==> config.mk <==
export PLATFORM = sky130hd
export DESIGN_NAME = uart_transmitter
export DESIGN_NICKNAME = d
export VERILOG_FILES = /design/src/rtl/uart_pkg.sv /design/src/rtl/uart_baud_tick.sv /design/src/rtl/uart_transmitter.sv
export SDC_FILE = /design/constraint.sdc
export NUM_CORES = 1
export LEC_CHECK = 0
export CAP_MARGIN = 30
export CORE_ASPECT_RATIO = 0.9
export CORE_MARGIN = 1.5
export CORE_UTILIZATION = 57
export CTS_BUF_LIST = sky130_fd_sc_hd__clkbuf_16
export DETAILED_ROUTE_END_ITERATION = 16
export HOLD_SLACK_MARGIN = 0.03
export PLACE_DENSITY = 0.86
export REMOVE_ABC_BUFFERS = 1
export SLEW_MARGIN = 10
export SYNTH_ARGS = -nofsm -noshare
export SYNTH_HDL_FRONTEND = slang
export SYNTH_SLANG_ARGS = --single-unit
export TNS_END_PERCENT = 5
==> constraint.sdc <==
create_clock -name clk -period 3.6 [get_ports clk]
set_clock_uncertainty 0.15 [all_clocks]
set_input_delay 0.72 -clock clk [delete_from_list [all_inputs] [get_ports clk]]
set_output_delay 0.72 -clock clk [all_outputs]
set_load 0.005 [all_outputs]
==> src/rtl/uart_pkg.sv <==
// Shared UART definitions: line levels, state encoding and defaults.
// The transmitter and the matching receiver both import this package.
package uart_pkg;

    // Default bit period in system clocks.
    localparam int UART_CLKS_PER_BIT_DEFAULT = 16;

    // Widest frame payload supported on the parallel side.
    localparam int UART_MAX_DATA_BITS = 8;

    // Serial line levels.
    localparam logic UART_IDLE  = 1'b1;
    localparam logic UART_START = 1'b0;
    localparam logic UART_STOP  = 1'b1;

    // Frame state encoding: IDLE, START, DATA, STOP.
    typedef logic [1:0] uart_state_t;

    localparam uart_state_t ST_IDLE  = 2'd0;
    localparam uart_state_t ST_START = 2'd1;
    localparam uart_state_t ST_DATA  = 2'd2;
    localparam uart_state_t ST_STOP  = 2'd3;

    // Mask that keeps only the low data_bits of a byte.
    function automatic logic [7:0] uart_data_mask(input int data_bits);
        return 8'((1 << data_bits) - 1);
    endfunction

endpackage

==> src/rtl/uart_baud_tick.sv <==
// Bit-period timer: counts 0..CLKS_PER_BIT-1 and flags the last count.
// A clear restarts the period so a new frame begins phase-aligned.
module uart_baud_tick
    import uart_pkg::*;
#(
    parameter int CLKS_PER_BIT = UART_CLKS_PER_BIT_DEFAULT
) (
    input  logic clk,
    input  logic rst,
    input  logic clear,
    output logic bit_tick
);

    localparam int                CNT_W = (CLKS_PER_BIT > 1) ? $clog2(CLKS_PER_BIT) : 1;
    localparam logic [CNT_W-1:0]  LAST  = CNT_W'(CLKS_PER_BIT - 1);

    logic [CNT_W-1:0] r_count;

    // Tick is high for the final clock of every bit period.
    assign bit_tick = (r_count == LAST);

    // Free-running period counter, restarted by reset, clear or wrap.
    // NOTE: clocked state uses <= so every flop samples pre-edge values;
    // a blocking = here would let later statements see the new value.
    always_ff @(posedge clk) begin
        if (rst || clear) begin
            r_count <= '0;
        end else if (bit_tick) begin
            r_count <= '0;
        end else begin
            r_count <= r_count + 1'b1;
        end
    end

endmodule

==> src/rtl/uart_transmitter.sv <==
// UART transmitter: accepts a byte on a valid/ready handshake and sends
// start bit, DATA_BITS data bits LSB first, then STOP_BITS stop bits.
// Every output comes straight from a flop.
module uart_transmitter
    import uart_pkg::*;
#(
    parameter int CLKS_PER_BIT = UART_CLKS_PER_BIT_DEFAULT,
    parameter int DATA_BITS    = 8,
    parameter int STOP_BITS    = 1
) (
    input  logic       clk,
    input  logic       rst,
    input  logic [7:0] tx_data,
    input  logic       tx_valid,
    output logic       tx_ready,
    output logic       tx_out,
    output logic       tx_busy,
    output logic       tx_done
);

    localparam logic [7:0] DATA_MASK = uart_data_mask(DATA_BITS);
    localparam logic [2:0] LAST_BIT  = 3'(DATA_BITS - 1);
    localparam logic       LAST_STOP = 1'(STOP_BITS - 1);

    uart_state_t r_state;
    logic [7:0]  r_shift;
    logic [2:0]  r_bit_idx;
    logic        r_stop_cnt;
    logic        r_tx_out;
    logic        r_tx_ready;
    logic        r_tx_busy;
    logic        r_tx_done;

    logic        w_accept;
    logic        w_bit_tick;

    // Ready is only ever high in IDLE, so this is the one accept condition.
    assign w_accept = tx_valid && r_tx_ready;

    uart_baud_tick #(
        .CLKS_PER_BIT (CLKS_PER_BIT)
    ) u_baud_tick (
        .clk      (clk),
        .rst      (rst),
        .clear    (w_accept),
        .bit_tick (w_bit_tick)
    );

    // Frame sequencer: state, shift register, counters and output flops.
    // NOTE: the shift register is reset as well, even though every accept
    // overwrites it, so its contents are never unknown after reset.
    always_ff @(posedge clk) begin
        if (rst) begin
            r_state    <= ST_IDLE;
            r_shift    <= '0;
            r_bit_idx  <= '0;
            r_stop_cnt <= 1'b0;
            r_tx_out   <= UART_IDLE;
            r_tx_ready <= 1'b1;
            r_tx_busy  <= 1'b0;
            r_tx_done  <= 1'b0;
        end else begin
            r_tx_done <= 1'b0;
            case (r_state)
                ST_IDLE: begin
                    if (w_accept) begin
                        r_state    <= ST_START;
                        r_shift    <= tx_data & DATA_MASK;
                        r_bit_idx  <= '0;
                        r_stop_cnt <= 1'b0;
                        r_tx_out   <= UART_START;
                        r_tx_ready <= 1'b0;
                        r_tx_busy  <= 1'b1;
                    end
                end

                ST_START: begin
                    if (w_bit_tick) begin
                        r_state  <= ST_DATA;
                        r_tx_out <= r_shift[0];
                    end
                end

                ST_DATA: begin
                    if (w_bit_tick) begin
                        r_shift <= {1'b0, r_shift[7:1]};
                        if (r_bit_idx == LAST_BIT) begin
                            r_state    <= ST_STOP;
                            r_stop_cnt <= 1'b0;
                            r_tx_out   <= UART_STOP;
                        end else begin
                            r_bit_idx <= r_bit_idx + 3'd1;
                            // The bit that becomes LSB after this shift.
                            r_tx_out  <= r_shift[1];
                        end
                    end
                end

                ST_STOP: begin
                    if (w_bit_tick) begin
                        if (r_stop_cnt == LAST_STOP) begin
                            r_state    <= ST_IDLE;
                            r_tx_out   <= UART_IDLE;
                            r_tx_ready <= 1'b1;
                            r_tx_busy  <= 1'b0;
                            r_tx_done  <= 1'b1;
                        end else begin
                            r_stop_cnt <= r_stop_cnt + 1'b1;
                        end
                    end
                end

                default: begin
                    r_state    <= ST_IDLE;
                    r_tx_out   <= UART_IDLE;
                    r_tx_ready <= 1'b1;
                    r_tx_busy  <= 1'b0;
                end
            endcase
        end
    end

    assign tx_out   = r_tx_out;
    assign tx_ready = r_tx_ready;
    assign tx_busy  = r_tx_busy;
    assign tx_done  = r_tx_done;

endmodule

==> results of run 1 <==
how the worst max path moves through the flow:
stage	from	to	slack, ns
3_5_place_dp	tx_valid	r_bit_idx[2]$_SDFFE_PP0P_	1.32
6_report	r_state[0]$_SDFFE_PP0P_	r_shift[4]$_SDFFE_PP0P_	1.35
3_3_place_gp	tx_valid	r_bit_idx[1]$_SDFFE_PP0P_	1.35
4_1_cts	r_state[0]$_SDFFE_PP0P_	r_shift[0]$_SDFFE_PP0P_	1.35
5_1_grt	r_state[0]$_SDFFE_PP0P_	r_shift[0]$_SDFFE_PP0P_	1.18
2_1_floorplan	r_state[0]$_SDFFE_PP0P_	r_shift[0]$_SDFFE_PP0P_	1.75
cell families after synthesis:
group | count (synthesis) | share of synthesized area [%]
flip-flops | 21 | 36.2
AO/OA/AOI/OAI | 48 | 32.8
XOR/XNOR | 2 | 1.51
AND/OR/NAND/NOR | 34 | 16.8
buffers and inverters | 8 | 4.09
adder cells (fa/ha/maj) | 8 | 8.62
Yosys cell counts (4+ instances only):
cell type | n | area (sq um)
a211oi_2 | 7 | 87.6
a21oi_1 | 14 | 70.1
dfxtp_1 | 21 | 420
ha_1 | 8 | 100
nand2_1 | 4 | 15.0
nand2b_1 | 4 | 25.0
nor2_1 | 13 | 48.8
o21ai_0 | 10 | 50.1
worst max-delay path: stages, from the launching register on:
cell and delay, ns:
dfxtp_1 0.34, inv_1 0.12, ha_1 0.62, nand4_2 0.38, a21oi_4 0.34, nor2_1 0.09
a211oi_2 0.14
metrics by stage:
step,worst slack (ns),cells
5_1_grt,1.18,159
3_3_place_gp,1.35,155
4_1_cts,1.35,159
3_5_place_dp,1.32,155
2_1_floorplan,1.75,115
6_report,1.35,159
layer usage:
metal  track usage [%]  wire length (um)  up-vias  part of all wire, %
met2              34.5              1030       14                   49
met3              6.91                61        2                  2.9
met5                 0                 0        -                    0
met4              8.11                22        0                  1.0
li1                  -                 -      474                    -
met1              25.0              1010      455                   47
cells in the final DEF, fill, tap and decap left out, drive strengths merged, types with 2 or more instances in the layout:
cell type,synthesis,final
a211oi,8,8
a21boi,2,2
a21oi,15,15
a22o,2,2
a31oi,2,2
and3,2,2
clkbuf,1,3
clkdlybuf4s50,0,14
dfxtp,21,21
ha,8,8
inv,2,3
nand2,4,4
nand2b,4,4
nand3,2,2
nand4,2,2
nor2,13,13
nor2b,2,2
o21ai,10,10
o21bai,2,2
o32ai,2,2
xor2,2,2
sequential cells by signal, summed over array words and instances, names as in the netlist:
signal,cells
r_state,2
r_shift,8
tx_busy,1
tx_out,1
tx_ready,1
tx_done,1
r_bit_idx,3
u_baud_tick.r_count,4
area by class of cell:
cell class,count,area (sq um),area share [%]
clock buffer,3,75.1,5.44
timing repair buffer,15,148,10.7
sequential,21,420,30.5
clock inverter,1,3.75,0.272
tap,25,31.3,2.27
multi-input combinational,92,693,50.3
inverter,2,7.51,0.544
power by group:
part	switching [mW]	leakage, nW	internal, mW
clock network	0.0841	0.0423	0.148
registers	0.0446	0.173	0.299
logic	0.266	0.318	0.184
==> impl_metrics.yaml, run 1 <==
run_status:
  status: "finished clean"
synth:
  yosysWarnings: 0
  ys_ff_latch: 21
  synth_area_per_cell_sq_um: 9.60
  async_flop_share_pct: 0
  syn_inst: 121
  synth_ff_type: "dfxtp_1"
  synth.distinct_cells: 38
  ys_seq_area_share_pct: 36.2
  synth_area_sq_mm: 0.00116
  synth_edf_count: 0
timing:
  max_freq_ghz: 0.444
  fin_crit_sh_pct: 62.5
  max_slew_margin_pct: 53.8
  rsz0062_at_grt: "no"
  fin_tns_setup_ns: 0
  hold_viol_final: 0
  whs_ns: 0.299
  period_needed_ns: 2.25
  tightest_slew_ns: 0.692
  maxSlewViolCount: 0
  setup_viol: 0
route:
  ant_nets: 0
  vias_per_cell: 5.94
  dr.first_iter.drc_count: 23
  drt_first_pass_iters: 4
  routed_wl_mm: 2.12
  wl_per_cell_um: 13.4
  vias: 945
  drc: 0
setup_path:
  rrSetupSlack_ns: 1.35
  rr_endpoint: "r_shift[4]$_SDFFE_PP0P_"
  crit_path_end_kind: "flip-flop"
  r2r_start: "r_state[0]$_SDFFE_PP0P_"
  cp_max_fo: 20
  r2r_cells: 6
  worstPathArrival_ns: 2.28
  startpoint_type: "flip-flop"
  cp.required_ns: 3.63
  timing_worst_setup_path_type: "reg2reg"
finish:
  final_util_pct: 72.0
  drive_gt1_share_pct: 14.2
  final_design_area_no_fill_sq_mm: 0.00138
  n_fill_cell: 151
  antenna_cells: 0
  syn2layout_area_growth_pct: 18.7
  fin_nets: 154
pwr:
  power_mw: 1.03
  leakage_nw: 0.533
  vdd_drop_max_v: 0.000485
  p_per_area_mw_per_mm2: 744
clocking:
  clock_latency_ns: 0.25
  cts-hold-fix-buffers: 0
  post_cts_buffers: 0
  cts_resized: 0
  cts_root_buffer: "clkbuf_16"
  clock-sinks: 21
  cts_buffers: 3
  clk_path_buf_depth: 2
  path_clk_slew_ns: 0.06
  cts_tree: "built"
  htree_levels: 1
die:
  rows: 15
  dieArea_sq_mm: 0.00232
  ios: 15
  initial_utilization_pct: 60.7
  die_h_um: 45.8
  core_area_sq_mm: 0.00191
  die_x_um: 50.6
place:
  finalWeightedCongestion: 0.786
  post_dp_cell_area_sq_mm: 0.00130
  portBuffers: 14
  hpwl_mm: 1.51
global_route:
  grt_antenna_before_repair: 0
  grt_max_degree: 21
  grt_pass1_vias: 800
  overflow: 0
  grt_pass1_wl_mm: 3.52
  grtUsageTotal_pct: 20.7
hold_path:
  min_path_type: "reg2reg"
  hold_start: "u_baud_tick.r_count[0]$_SDFF_PP0_"
  hold_depth: 1
  min_to: "u_baud_tick.r_count[0]$_SDFF_PP0_"
job:
  maxCapViolCount: 0
Power figures use the tool's default switching activity.
==> run 2, diff against run 1 <==
--- a/config.mk
+++ b/config.mk
@@ -8,11 +8,11 @@
 export CAP_MARGIN = 30
 export CORE_ASPECT_RATIO = 0.9
 export CORE_MARGIN = 1.5
-export CORE_UTILIZATION = 57
+export CORE_UTILIZATION = 53
 export CTS_BUF_LIST = sky130_fd_sc_hd__clkbuf_16
 export DETAILED_ROUTE_END_ITERATION = 16
 export HOLD_SLACK_MARGIN = 0.03
-export PLACE_DENSITY = 0.86
+export PLACE_DENSITY = 0.81
 export REMOVE_ABC_BUFFERS = 1
 export SLEW_MARGIN = 10
 export SYNTH_ARGS = -nofsm -noshare
==> constraint.sdc (replaced) <==
create_clock -name clk -period 2.1 [get_ports clk]
set_clock_uncertainty 0.15 [all_clocks]
set_input_delay 0.42 -clock clk [delete_from_list [all_inputs] [get_ports clk]]
set_output_delay 0.42 -clock clk [all_outputs]
set_load 0.005 [all_outputs]
==> run 2 against run 1 <==
Compared with the run above:
- via count up 0.21%
- design area is 2.2% higher
- core utilization fell by 1.2 points
- non-clock buffer count is 4 higher
- maximum frequency increased by 17%
- highest routed layer unchanged
==> impl_metrics.yaml, run 2 (synthesis results as in run 1) <==
run_status:
  status: "finished clean"
route:
  wl_per_cell_um: 14.3
  vias_per_cell: 5.81
  ant_nets: 0
  dr.first_iter.drc_count: 8
  drt_first_pass_iters: 4
  routed_wl_mm: 2.34
  drc: 0
  vias: 947
place:
  portBuffers: 14
  hpwl_mm: 1.68
  finalWeightedCongestion: 0.905
  dp_slack_ns: 0.130
clocking:
  post_cts_buffers: 0
  htree_levels: 1
  clock_latency_ns: 0.26
  cts_resized: 0
  cts_tree: "built"
  cts_root_buffer: "clkbuf_16"
  path_clk_slew_ns: 0.06
  cts-hold-fix-buffers: 0
  clk_path_buf_depth: 2
  clock-sinks: 21
  cts_buffers: 3
global_route:
  overflow: 0
  grt_antenna_before_repair: 0
  grtUsageTotal_pct: 21.5
  top_usage_layer: "met2"
  grt_use_met3_pct: 6.69
  grt_pass1_wl_mm: 3.80
  use_met2_pct: 36.3
  grt_use_met1_pct: 25.2
  grt_pass1_vias: 882
  grt_max_degree: 14
timing:
  fin_crit_sh_pct: 91.4
  fin_tns_setup_ns: 0
  setup_viol: 0
  rsz0062_at_grt: "no"
  max_freq_ghz: 0.521
  hold_viol_final: 0
  setup_ws_ns: 0.181
  tightest_slew_ns: 0.415
  maxSlewViolCount: 0
  max_slew_margin_pct: 72.3
  period_needed_ns: 1.92
hold_path:
  hold_depth: 1
  min_path_type: "reg2reg"
finish:
  final_util_pct: 70.8
  drive_gt1_share_pct: 16.7
  fin_nets: 158
  antenna_cells: 0
  n_fill_cell: 156
  largest_register_ffs: 8
  top_register: "r_shift"
  multi_input_area_sq_um: 693
  seqCellArea_sq_um: 420
  syn2layout_area_growth_pct: 21.3
  largest_registers: "r_shift: 8 flops, u_baud_tick.r_count: 4 flops, r_bit_idx: 3 flops"
  most-common-layout-cells: "dfxtp_1, a21oi_1, clkdlybuf4s50_1"
  layout_commonest_cell: "dfxtp_1"
die:
  die_x_um: 52.3
  die_h_um: 47.4
  dieArea_sq_mm: 0.00248
  core_area_sq_mm: 0.00199
  rows: 15
  initial_utilization_pct: 58.4
  ios: 15
job:
  maxCapViolCount: 0
setup_path:
  cp_max_fo: 8
  worstPathArrival_ns: 1.95
  r2r_cells: 6
  timing_worst_setup_path_type: "reg2reg"
  crit_path_end_kind: "flip-flop"
  startpoint_type: "flip-flop"
  cp.required_ns: 2.13
pwr:
  p_per_area_mw_per_mm2: 1270
  power_mw: 1.79
  vdd_drop_max_v: 0.00105
  leakage_nw: 0.552
run 2: cell types whose count changed in the layout (fill, tap and decap cells not counted):
cell,change
buf_4,+4
run 2: critical path, stage by stage, from the launching register on:
cell,delay [ns]
dfxtp_1,0.40
inv_1,0.11
ha_1,0.33
nand2b_1,0.34
a21oi_4,0.28
nor2_1,0.08
a211oi_2,0.15
run 2: where the power goes:
part | total, mW | internal [mW] | switching, mW
Clock | 0.404 | 0.254 | 0.150
Combinational | 0.793 | 0.329 | 0.464
Sequential | 0.593 | 0.512 | 0.0810
run 2: final timing paths:
| check | from | to | slack [ns] |
|---|---|---|---|
| max | r_state[0]$_SDFFE_PP0P_ | r_shift[4]$_SDFFE_PP0P_ | 0.18 |
| min | u_baud_tick.r_count[0]$_SDFF_PP0_ | u_baud_tick.r_count[0]$_SDFF_PP0_ | 0.30 |
| max reg2reg | r_state[0]$_SDFFE_PP0P_ | r_shift[4]$_SDFFE_PP0P_ | 0.18 |
| min reg2reg | u_baud_tick.r_count[0]$_SDFF_PP0_ | u_baud_tick.r_count[0]$_SDFF_PP0_ | 0.30 |
run 2: per-layer routing:
metal	vias to the layer above	share of wire, %
li1	485	-
met1	438	48
met2	20	47
met3	4	3.8
met4	0	1.5
met5	-	0
run 2: cell type report:
class	count	share of cell area (%)
multi-input cells	92	49.2
flip-flops and latches	21	29.8
repair buffers	19	12.6
clock buffers	3	5.33
well taps	25	2.22
inverters	2	0.533
clock inverters	1	0.266
run 2: metrics by stage:
step	cell area [sq um]	hold slack (ns)	instances
2_1_floorplan	1120	0.268	115
3_3_place_gp	1330	0.283	159
3_5_place_dp	1330	0.295	159
4_1_cts	1410	0.303	163
5_1_grt	1410	0.346	163
6_report	1410	0.301	163
==> run 3, diff against run 2 <==
--- a/config.mk
+++ b/config.mk
@@ -11,7 +11,6 @@
 export CORE_UTILIZATION = 53
 export CTS_BUF_LIST = sky130_fd_sc_hd__clkbuf_16
 export DETAILED_ROUTE_END_ITERATION = 16
-export HOLD_SLACK_MARGIN = 0.03
 export PLACE_DENSITY = 0.81
 export REMOVE_ABC_BUFFERS = 1
 export SLEW_MARGIN = 10
==> results of run 3 <==
No change in the layout: final DEF, timing and power equal those of run 2.
